--- config.mk ---
export PLATFORM = sky130hd
export DESIGN_NAME = reg_file_wr_arb_flat
export DESIGN_NICKNAME = d
export VERILOG_FILES = /design/src/rtl/reg_file_wr_arb_if.sv /design/src/rtl/reg_file_wr_arb.sv /design/src/flat_wrapper.sv
export SDC_FILE = /design/constraint.sdc
export NUM_CORES = 1
export LEC_CHECK = 0
export ABC_AREA = 1
export CAP_MARGIN = 20
export CORE_MARGIN = 4
export CORE_UTILIZATION = 40
export CTS_CLUSTER_DIAMETER = 50
export DETAILED_ROUTE_END_ITERATION = 10
export PLACE_DENSITY = 0.9
export SYNTH_ARGS = -nofsm -noshare
export SYNTH_HDL_FRONTEND = slang
export SYNTH_SLANG_ARGS = --single-unit
--- constraint.sdc ---
create_clock -name clk -period 1.8 [get_ports clk]
set_input_delay 0.54 -clock clk [delete_from_list [all_inputs] [get_ports clk]]
set_output_delay 0.54 -clock clk [all_outputs]
set_load 0.02 [all_outputs]
--- src/rtl/reg_file_wr_arb_if.sv ---
// Write-arbiter bus: two writeback requesters, the stall input, the register-file write port and the priority flag.
// Latency: n/a (wiring only). The ready signals are combinational and are driven back by the arbiter.
// Backpressure: a requester holds valid, reg and data stable until it sees ready in the same cycle.
interface reg_file_wr_arb_if;
    typedef logic [4:0]  rf_addr_t;
    typedef logic [31:0] word_t;

    logic     hold;

    logic     req0_valid;
    rf_addr_t req0_reg;
    word_t    req0_data;
    logic     req0_ready;

    logic     req1_valid;
    rf_addr_t req1_reg;
    word_t    req1_data;
    logic     req1_ready;

    logic     wr_en;
    rf_addr_t wr_reg;
    word_t    wr_data;
    logic     prio;

    // Requester and pipeline side.
    modport master (
        output hold,
        output req0_valid, req0_reg, req0_data,
        output req1_valid, req1_reg, req1_data,
        input  req0_ready, req1_ready,
        input  wr_en, wr_reg, wr_data, prio
    );

    // Arbiter side.
    modport slave (
        input  hold,
        input  req0_valid, req0_reg, req0_data,
        input  req1_valid, req1_reg, req1_data,
        output req0_ready, req1_ready,
        output wr_en, wr_reg, wr_data, prio
    );
endinterface

--- src/rtl/reg_file_wr_arb.sv ---
// Two-requester register-file write arbiter. On a conflict, priority passes to the loser. Writes to x0 are accepted and then suppressed.
// Latency: 1 cycle from grant to the registered write port. Ready is combinational. Both readies are low while hold or rst is high.
// Optional macro REG_FILE_WR_ARB_STATS_EN adds saturating 16-bit counters: grant0_cnt, grant1_cnt and conflict_cnt.
module reg_file_wr_arb (
    input  logic                clk,
    input  logic                rst,
    reg_file_wr_arb_if.slave    bus
`ifdef REG_FILE_WR_ARB_STATS_EN
    ,
    output logic [15:0]         grant0_cnt,
    output logic [15:0]         grant1_cnt,
    output logic [15:0]         conflict_cnt
`endif
);

    typedef enum logic {
        PRIO_REQ0 = 1'b0,
        PRIO_REQ1 = 1'b1
    } prio_state_t;

    prio_state_t prio_q;
    prio_state_t prio_d;
    logic        grant0;
    logic        grant1;
    logic        conflict;

    // Priority state register. Reset returns priority to requester 0.
    always_ff @(posedge clk or posedge rst) begin
        if (rst) begin
            prio_q <= PRIO_REQ0;
        end else begin
            prio_q <= prio_d;
        end
    end

    // Grant decode and next priority. Only an unstalled conflict moves priority, and it moves to the loser.
    always_comb begin
        grant0   = 1'b0;
        grant1   = 1'b0;
        conflict = 1'b0;
        prio_d   = prio_q;
        if (!rst && !bus.hold) begin
            conflict = bus.req0_valid && bus.req1_valid;
            if (conflict) begin
                if (prio_q == PRIO_REQ0) begin
                    grant0 = 1'b1;
                    prio_d = PRIO_REQ1;
                end else begin
                    grant1 = 1'b1;
                    prio_d = PRIO_REQ0;
                end
            end else begin
                grant0 = bus.req0_valid;
                grant1 = bus.req1_valid;
            end
        end
    end

    assign bus.req0_ready = grant0;
    assign bus.req1_ready = grant1;
    assign bus.prio       = prio_q;

    // Registered write port. A granted x0 write updates reg and data but keeps wr_en low.
    always_ff @(posedge clk or posedge rst) begin
        if (rst) begin
            bus.wr_en   <= 1'b0;
            bus.wr_reg  <= 5'd0;
            bus.wr_data <= 32'd0;
        end else if (grant0) begin
            bus.wr_en   <= (bus.req0_reg != 5'd0);
            bus.wr_reg  <= bus.req0_reg;
            bus.wr_data <= bus.req0_data;
        end else if (grant1) begin
            bus.wr_en   <= (bus.req1_reg != 5'd0);
            bus.wr_reg  <= bus.req1_reg;
            bus.wr_data <= bus.req1_data;
        end else begin
            bus.wr_en   <= 1'b0;
        end
    end

`ifdef REG_FILE_WR_ARB_STATS_EN
    function automatic logic [15:0] sat_inc(input logic [15:0] v);
        return (v == 16'hFFFF) ? v : v + 16'd1;
    endfunction

    // Saturating statistics. A conflict counts only when it is unstalled, which is when it produces a grant.
    always_ff @(posedge clk or posedge rst) begin
        if (rst) begin
            grant0_cnt   <= 16'd0;
            grant1_cnt   <= 16'd0;
            conflict_cnt <= 16'd0;
        end else begin
            if (grant0) begin
                grant0_cnt <= sat_inc(grant0_cnt);
            end
            if (grant1) begin
                grant1_cnt <= sat_inc(grant1_cnt);
            end
            if (conflict) begin
                conflict_cnt <= sat_inc(conflict_cnt);
            end
        end
    end
`endif

endmodule

--- src/flat_wrapper.sv ---
// flat-port wrapper written by rule: the top's interface ports become plain ports
module reg_file_wr_arb_flat 
  (clk, rst, bus_hold, bus_req0_valid, bus_req0_reg, bus_req0_data, bus_req1_valid, bus_req1_reg, bus_req1_data, bus_req0_ready, bus_req1_ready, bus_wr_en, bus_wr_reg, bus_wr_data, bus_prio);
  reg_file_wr_arb_if bus_i ();
  input  logic clk;
  input  logic rst;
  input wire logic [$bits(bus_i.hold)-1:0] bus_hold;
  input wire logic [$bits(bus_i.req0_valid)-1:0] bus_req0_valid;
  input wire logic [$bits(bus_i.req0_reg)-1:0] bus_req0_reg;
  input wire logic [$bits(bus_i.req0_data)-1:0] bus_req0_data;
  input wire logic [$bits(bus_i.req1_valid)-1:0] bus_req1_valid;
  input wire logic [$bits(bus_i.req1_reg)-1:0] bus_req1_reg;
  input wire logic [$bits(bus_i.req1_data)-1:0] bus_req1_data;
  output wire logic [$bits(bus_i.req0_ready)-1:0] bus_req0_ready;
  output wire logic [$bits(bus_i.req1_ready)-1:0] bus_req1_ready;
  output wire logic [$bits(bus_i.wr_en)-1:0] bus_wr_en;
  output wire logic [$bits(bus_i.wr_reg)-1:0] bus_wr_reg;
  output wire logic [$bits(bus_i.wr_data)-1:0] bus_wr_data;
  output wire logic [$bits(bus_i.prio)-1:0] bus_prio;
  assign bus_i.hold = bus_hold;
  assign bus_i.req0_valid = bus_req0_valid;
  assign bus_i.req0_reg = bus_req0_reg;
  assign bus_i.req0_data = bus_req0_data;
  assign bus_i.req1_valid = bus_req1_valid;
  assign bus_i.req1_reg = bus_req1_reg;
  assign bus_i.req1_data = bus_req1_data;
  assign bus_req0_ready = bus_i.req0_ready;
  assign bus_req1_ready = bus_i.req1_ready;
  assign bus_wr_en = bus_i.wr_en;
  assign bus_wr_reg = bus_i.wr_reg;
  assign bus_wr_data = bus_i.wr_data;
  assign bus_prio = bus_i.prio;
  reg_file_wr_arb u_core (.clk(clk), .rst(rst), .bus(bus_i));
endmodule
# Word level (Yosys, flattened, before mapping)
# Index checks and enable logic that the tools add are counted.
# word_totals
ff_bits,39
latch_bits,0
ram_bits,0
romBits,0
in_bits,79
elab_cells,24
memories,0
# op_classes
n_addsub,0
n_mul,0
div,0
order_cmp,0
eq_ne,0
n_shift,0
mux,12
bitwise_logic,0
n_reduce_logical,8
# op_table
operator,n
two-way mux 32 bit,2
two-way mux 5 bit,2
nonzero test 5 bit,2
two-way mux 1 bit,8
logical AND 1 bit,2
zero test 1 bit,2
AND reduction 2 bit,1
nonzero test 2 bit,1

# Depth between registers and ports, before layout
# Gate-level depths: netlist of run 1.
# logic_depth
depth_word,5
depth_mapped,7

# Worst setup path before layout of run 1
# OpenSTA, ideal clock, no wires.
# synth_path
kind,input to output
startpoint,input port rst
endpoint,output port bus_req1_ready
arrival_time_ps,1193
setup_slack_ps,67
path_stages,4
path_cell_list,nor2_4 buf_4 nand2_1 nor2_1
# synth_between
elab_chain_cells,3
# synth_lines
item,line_no,rtl
"start, declared",flat_wrapper.sv:6,input logic rst;
zero test 1 bit,reg_file_wr_arb.sv:42,if (!rst && !bus.hold) begin
logical AND 1 bit,reg_file_wr_arb.sv:42,
two-way mux 1 bit,reg_file_wr_arb.sv:42,
"end, declared",flat_wrapper.sv:15,output wire logic [$bits(bus_i.req1_ready)-1:0] bus_req1_ready;
# Every way passes these cells.

# Worst setup path in the final report of run 1
# layout_path
startpoint,input port bus_req1_valid
endpoint,output port bus_req0_ready
# layout_between
elab_chain_cells,3
# layout_lines
item,line_no,rtl
"start, declared",flat_wrapper.sv:11,input wire logic [$bits(bus_i.req1_valid)-1:0] bus_req1_valid;
logical AND 1 bit,reg_file_wr_arb.sv:43,conflict = bus.req0_valid && bus.req1_valid;
two-way mux 1 bit,reg_file_wr_arb.sv:44,if (conflict) begin
two-way mux 1 bit,reg_file_wr_arb.sv:42,
"end, declared",flat_wrapper.sv:14,output wire logic [$bits(bus_i.req0_ready)-1:0] bus_req0_ready;
# Every way passes these cells.

==> results of run 1 <==
[through the flow]
stage	setup slack (ps)	instances	utilization
after detailed placement	-767.2	524	0.6503
after global placement	-723.5	524	0.6503
after floorplan	67.40	341	-
after global routing	0.6195	534	0.6752
final	32.62	534	0.6752
after CTS	0.8494	534	0.6691
[worst paths after layout]
check	startpoint	to	slack, ps	cells past startpoint
max in group asynchronous	rst	u_core.bus.wr_data[13]	1310	3
hold / removal	rst	u_core.bus.wr_data[18]	290	3
setup reg to reg	u_core.bus.prio	u_core.bus.wr_data[12]	450	5
setup / recovery	bus_req1_valid	bus_req0_ready	30	5
min in group clk	u_core.bus.wr_reg[2]	u_core.bus.wr_reg[2]	480	2
hold reg to reg	u_core.bus.wr_reg[2]	u_core.bus.wr_reg[2]	480	2
[critical path: stages]
cell,delay (ps)
dlygate4sd2_1,270
nand2_1,110
nand3_2,80
inv_1,80
buf_4,140
[timing repair]
| action | CTS | global route |
|---|---|---|
| hold buffers | 0 | 0 |
| resized for setup | 42 | 17 |
| setup endpoints to repair | 27 | 16 |
| pin swaps | 2 | 2 |
| buffers inserted | 2 | 0 |
[cells by family (layout without fill, tap and decap cells)]
logic type | Yosys count | in the layout | share of synthesized area
AO/OA/AOI/OAI | 3 | 3 | 0.008031
XOR/XNOR | 1 | 1 | 0.003748
buffers and inverters | 101 | 222 | 0.1879
flip-flops | 39 | 39 | 0.4176
AND/OR/NAND/NOR | 197 | 197 | 0.3828
[routing by layer]
metal	up-vias	routed length, µm	part of all wire
li1	1286	-	-
met1	1219	2833	0.41
met2	115	3463	0.50
met3	11	573	0.082
met4	0	88	0.013
met5	-	0	0
[final cells by class]
cell class                      count  area, µm²  share of cell area
Multi-Input combinational cell    201      939.7              0.2497
Clock inverter                      2      35.03            0.009309
Clock buffer                        6      82.58             0.02194
Timing Repair Buffer              136       1348              0.3580
Tap cell                           72      90.09             0.02394
Sequential cell                    39      975.9              0.2593
Inverter                           78      292.8             0.07779
[power by group through the flow]
stage / clock network [µW] / registers, µW / logic (µW)
final: 738 / 1110 / 1100
after floorplan: 0 / 1310 / 376
after CTS: 762 / 1110 / 1110
after global routing: 789 / 1130 / 1190
after global placement: 0 / 1120 / 1150
after detailed placement: 0 / 1130 / 1180
[synth_stat cells]
cell      instances
nand2_1         114
inv_1            77
dfrtp_1          39
nand3_1          39
nand4_1          37
buf_2            12
buf_4             8
nor2_1            5
buf_6             2
o21ai_0           2
clkbuf_1          1
inv_2             1
nand3_2           1
nor2_4            1
o21ai_2           1
xor2_1            1
==> summary.txt, run 1 <==
Status
  • Status: finished, final reports clean

Global route
  • GRT met1 Usage: 0.2321
  • Met2 GRT Util: 0.3364
  • Gr busiest metal: met2
  • Initial antenna violation count: 0
  • Met3 usage: 0.05986
  • First-pass GRT wire length: 11,560 µm
  • Largest net degree at the start of global routing: 40
  • Total GRT Usage: 0.1943
  • Grt ovf: 0
  • Vias in the first global route: 2,610

Clocking
  • Max Buffers Root-to-Sink: 2
  • TritonCTS clock tree: done
  • H-tree Lvls: 2
  • CTS buffer count: 5
  • Clock Latency Late Sink: 280 ps
  • Clock transition at path regs: 80 ps
  • Clk sinks: 39
  • Root buf cell: clkbuf_8

Run
  • Max-cap violations: 0

Timing
  • Setup_tns: 0 ps
  • Relative slew slack: 0.7300
  • Min Tclk post-route: 1767 ps
  • Final setup fails: 0
  • Period utilisation layout: 0.9819
  • Fmax: 565.8 MHz
  • Fin Hold WS: 291.5 ps
  • Final Skew: 6.420 ps
  • Slew Limit Fails: 0
  • RSZ-0062 raised after global routing: no
  • Pin slew with the least headroom to its limit: 405.0 ps
  • Final Hold Vio Count: 0

Final layout
  • P&R area growth vs syn: 61.03%
  • Design area: 3764 µm²
  • # fillers: 487
  • Nets@finish: 540
  • Max reg flops: 32
  • Layout cells sized above 1: 0.07576
  • Most common cell after layout, fill and taps aside: nand2_1
  • # diodes: 0
  • Commonest non-fill, non-tap cells in the layout: nand2_1 (113), inv_1 (76), clkdlybuf4s50_1 (74)

Worst setup path
  • Crit path launch type: primary input
  • Critical path class: in2out
  • CP Capture Type: primary output
  • Crit-path max FO: 3
  • Crit path DAT: 1230 ps
  • Required time of the critical path: 1260 ps

Synthesis
  • Unique cell type count in the Yosys netlist: 16
  • Synthesized cell area: 2337 µm²
  • Post-synth top area share: 0.4176
  • Cell taking the most area after synthesis: dfrtp_1
  • Yosys warnings: 0
  • Post-Synthesis Cells: 341
  • Avg Inst Size Synth: 6.854 µm²
  • Syn_nets: 420
  • Post-synthesis sequential area ratio: 0.4176
  • Largest cells by area after synthesis: dfrtp_1 (42%), nand2_1 (18%), inv_1 (12%)
  • #FFs+latches synth: 39

Detailed routing
  • Drt total wl: 6958 µm
  • Antenna-violating nets left: 0
  • DR vias: 2,631
  • Wire per inst: 13.03 µm
  • DR pass1 iterations: 4
  • Vias per inst: 4.927
  • Initial DRC Count: 139
  • Post-route DRC violation count: 0

Die
  • Die Span Y: 84.44 µm
  • Die Area: 7130 µm²
  • Width of the die: 84.44 µm
  • Starting density of the core: 0.4193
  • I/O pin cnt: 120
  • Core area: 5574 µm²
  • # rows: 27

Placed design
  • Hpwl dp: 5151 µm
  • Port bufs: 119
  • Placer Congestion: 0.7743
  • Post-Place Cell Area: 3625 µm²

Power and ir drop
  • Overall power: 2943 µW
  • Sw power: 981.6 µW
  • Internal Pwr Total: 1961 µW
  • LEAKAGE: 0.002250 µW
  • Worst vdd ir: 0.7733 mV
  • Clock share of power: 0.251
  • Sw frac: 0.3336
  • Comb power frac: 0.373
  • Sequential power share: 0.376
  • Pwr dens: 781.8 nW/µm²

Hold path
  • Worst Hold Class: in2async
(Power assumes the default switching activity.)
==> run 2, diff against run 1 <==
--- a/config.mk
+++ b/config.mk
@@ -11,7 +11,9 @@
 export CORE_UTILIZATION = 40
 export CTS_CLUSTER_DIAMETER = 50
 export DETAILED_ROUTE_END_ITERATION = 10
+export GPL_ROUTABILITY_DRIVEN = 0
 export PLACE_DENSITY = 0.9
+export SKIP_LAST_GASP = 1
 export SYNTH_ARGS = -nofsm -noshare
 export SYNTH_HDL_FRONTEND = slang
 export SYNTH_SLANG_ARGS = --single-unit
==> run 2 against run 1 <==
Effect of this change: the flow now finishes with violations (negative setup slack); via count is 0.30% higher; non-clock buffer count unchanged; setup slack got worse by 36 ps; utilization barely moved; critical path type unchanged; largest cell class unchanged; largest power group unchanged; highest routed layer unchanged.
==> summary.txt, run 2 (synthesis results as in run 1) <==
Clocking
  • H-tree Lvls: 2
  • Max Buffers Root-to-Sink: 2
  • CTS buffer count: 5
  • Clk sinks: 39
  • Clock Latency Late Sink: 280 ps
  • Root buf cell: clkbuf_8
  • CTS Hold Buffers Added: 0
  • TritonCTS clock tree: done
  • Clock transition at path regs: 80 ps

Timing
  • Setup ws final: -3.047 ps
  • Min Tclk post-route: 1803 ps
  • Relative slew slack: 0.7265
  • Final setup fails: 1
  • Final Hold Vio Count: 0
  • Fmax: 554.6 MHz
  • Fin Hold WS: 458.6 ps
  • Pin slew with the least headroom to its limit: 410.2 ps
  • Final Skew: 5.767 ps
  • Slew Limit Fails: 0
  • RSZ-0062 raised after global routing: yes
  • Period utilisation layout: 1.002

Run
  • Max-cap violations: 0

Placed design
  • Post-Place Cell Area: 3625 µm²
  • Port bufs: 119
  • Place WS: -767.2 ps
  • Hpwl dp: 5151 µm
  • Dpl cells: 524

Die
  • Starting density of the core: 0.4193
  • I/O pin cnt: 120
  • Width of the die: 84.44 µm
  • Die Span Y: 84.44 µm
  • # rows: 27
  • Core area: 5574 µm²
  • Die Area: 7130 µm²

Global route
  • Vias in the first global route: 2,615
  • Initial antenna violation count: 0
  • Total GRT Usage: 0.1936
  • Largest net degree at the start of global routing: 40
  • First-pass GRT wire length: 11,520 µm
  • Grt ovf: 0

Worst setup path
  • Critical path class: in2out
  • Required time of the critical path: 1260 ps
  • Crit path launch type: primary input
  • Crit path DAT: 1260 ps
  • Crit-path max FO: 3
  • CP Capture Type: primary output

Final layout
  • Layout cells sized above 1: 0.07359
  • Most common cell after layout, fill and taps aside: nand2_1
  • # diodes: 0
  • Nets@finish: 540
  • Max reg flops: 32
  • Commonest non-fill, non-tap cells in the layout: nand2_1 (113), inv_1 (76), clkdlybuf4s50_1 (74)
  • Non-Filler Instances: 534
  • Design area: 3761 µm²
  • P&R area growth vs syn: 60.92%

Power and ir drop
  • LEAKAGE: 0.002251 µW
  • Pwr dens: 781.5 nW/µm²
  • Worst vdd ir: 0.7769 mV

Detailed routing
  • Initial DRC Count: 119
  • Vias per inst: 4.942
  • Wire per inst: 12.99 µm
  • Drt total wl: 6939 µm
  • Antenna-violating nets left: 0
  • Post-route DRC violation count: 0
  • DR pass1 iterations: 4
  • DR vias: 2,639

Status
  • Failing checks: negative setup slack
  • Status: complete, but fails checks

Hold path
  • Worst Hold Class: in2async
==> run 2: layer usage <==
| metal | track usage | part of all wire | vias up |
|---|---|---|---|
| met3 | 0.05986 | 0.083 | 13 |
| met4 | 0.05755 | 0.014 | 0 |
| met5 | 0 | 0 | - |
| li1 | - | - | 1285 |
| met2 | 0.3364 | 0.49 | 122 |
| met1 | 0.2303 | 0.41 | 1219 |
==> run 2: path summary, 6_finish.rpt <==
kind	cells past startpoint	slack, ps	to	start
max	5	-3	bus_req1_ready	bus_hold
min	3	460	u_core.bus.wr_data[18]	rst
max reg2reg	5	450	u_core.bus.wr_data[8]	u_core.bus.prio
min reg2reg	2	480	u_core.bus.wr_reg[2]	u_core.bus.wr_reg[2]
max in group asynchronous	3	1140	u_core.bus.wr_data[13]	rst
min in group clk	2	480	u_core.bus.wr_reg[2]	u_core.bus.wr_reg[2]
==> run 2: final cells by class <==
| class | instances | area (µm²) |
|---|---|---|
| Fill cell | 489 | 1813 |
| Timing Repair Buffer | 136 | 1350 |
| Sequential cell | 39 | 975.9 |
| Multi-Input combinational cell | 201 | 934.6 |
| Inverter | 78 | 292.8 |
| Tap cell | 72 | 90.09 |
| Clock buffer | 6 | 82.58 |
| Clock inverter | 2 | 35.03 |
==> run 2: what timing repair did <==
action	in CTS	in global routing
endpoints found under the setup margin	27	16
pin swaps	2	1
cloned	0	0
setup buffers	2	0
gates resized for setup	39	16
==> run 2: metrics by stage <==
step / TNS [ps] / util / power [µW]
floorplan: 0 / - / 1690
global placement: -7555 / 0.6503 / 2268
detailed placement: -8803 / 0.6503 / 2303
CTS: -32.13 / 0.6676 / 2980
global route: -67.40 / 0.6747 / 3104
finish: -3.047 / 0.6747 / 2939
==> run 2: power breakdown <==
group	internal, µW	switching (µW)
combinational	486	610
clock	448	289
sequential	1030	80.4
total	1960	979
==> run 2: worst max-delay path: stages <==
cell	delay [ps]
dlygate4sd2_1	250
nor2_4	140
nand2_2	70
nor2_2	120
buf_6	130
==> run 3, diff against run 2 <==
--- a/config.mk
+++ b/config.mk
@@ -12,6 +12,7 @@
 export CTS_CLUSTER_DIAMETER = 50
 export DETAILED_ROUTE_END_ITERATION = 10
 export GPL_ROUTABILITY_DRIVEN = 0
+export HOLD_SLACK_MARGIN = 0.03
 export PLACE_DENSITY = 0.9
 export SKIP_LAST_GASP = 1
 export SYNTH_ARGS = -nofsm -noshare
==> results of run 3 <==
The final DEF is identical to that of run 2; final timing and power are the same.
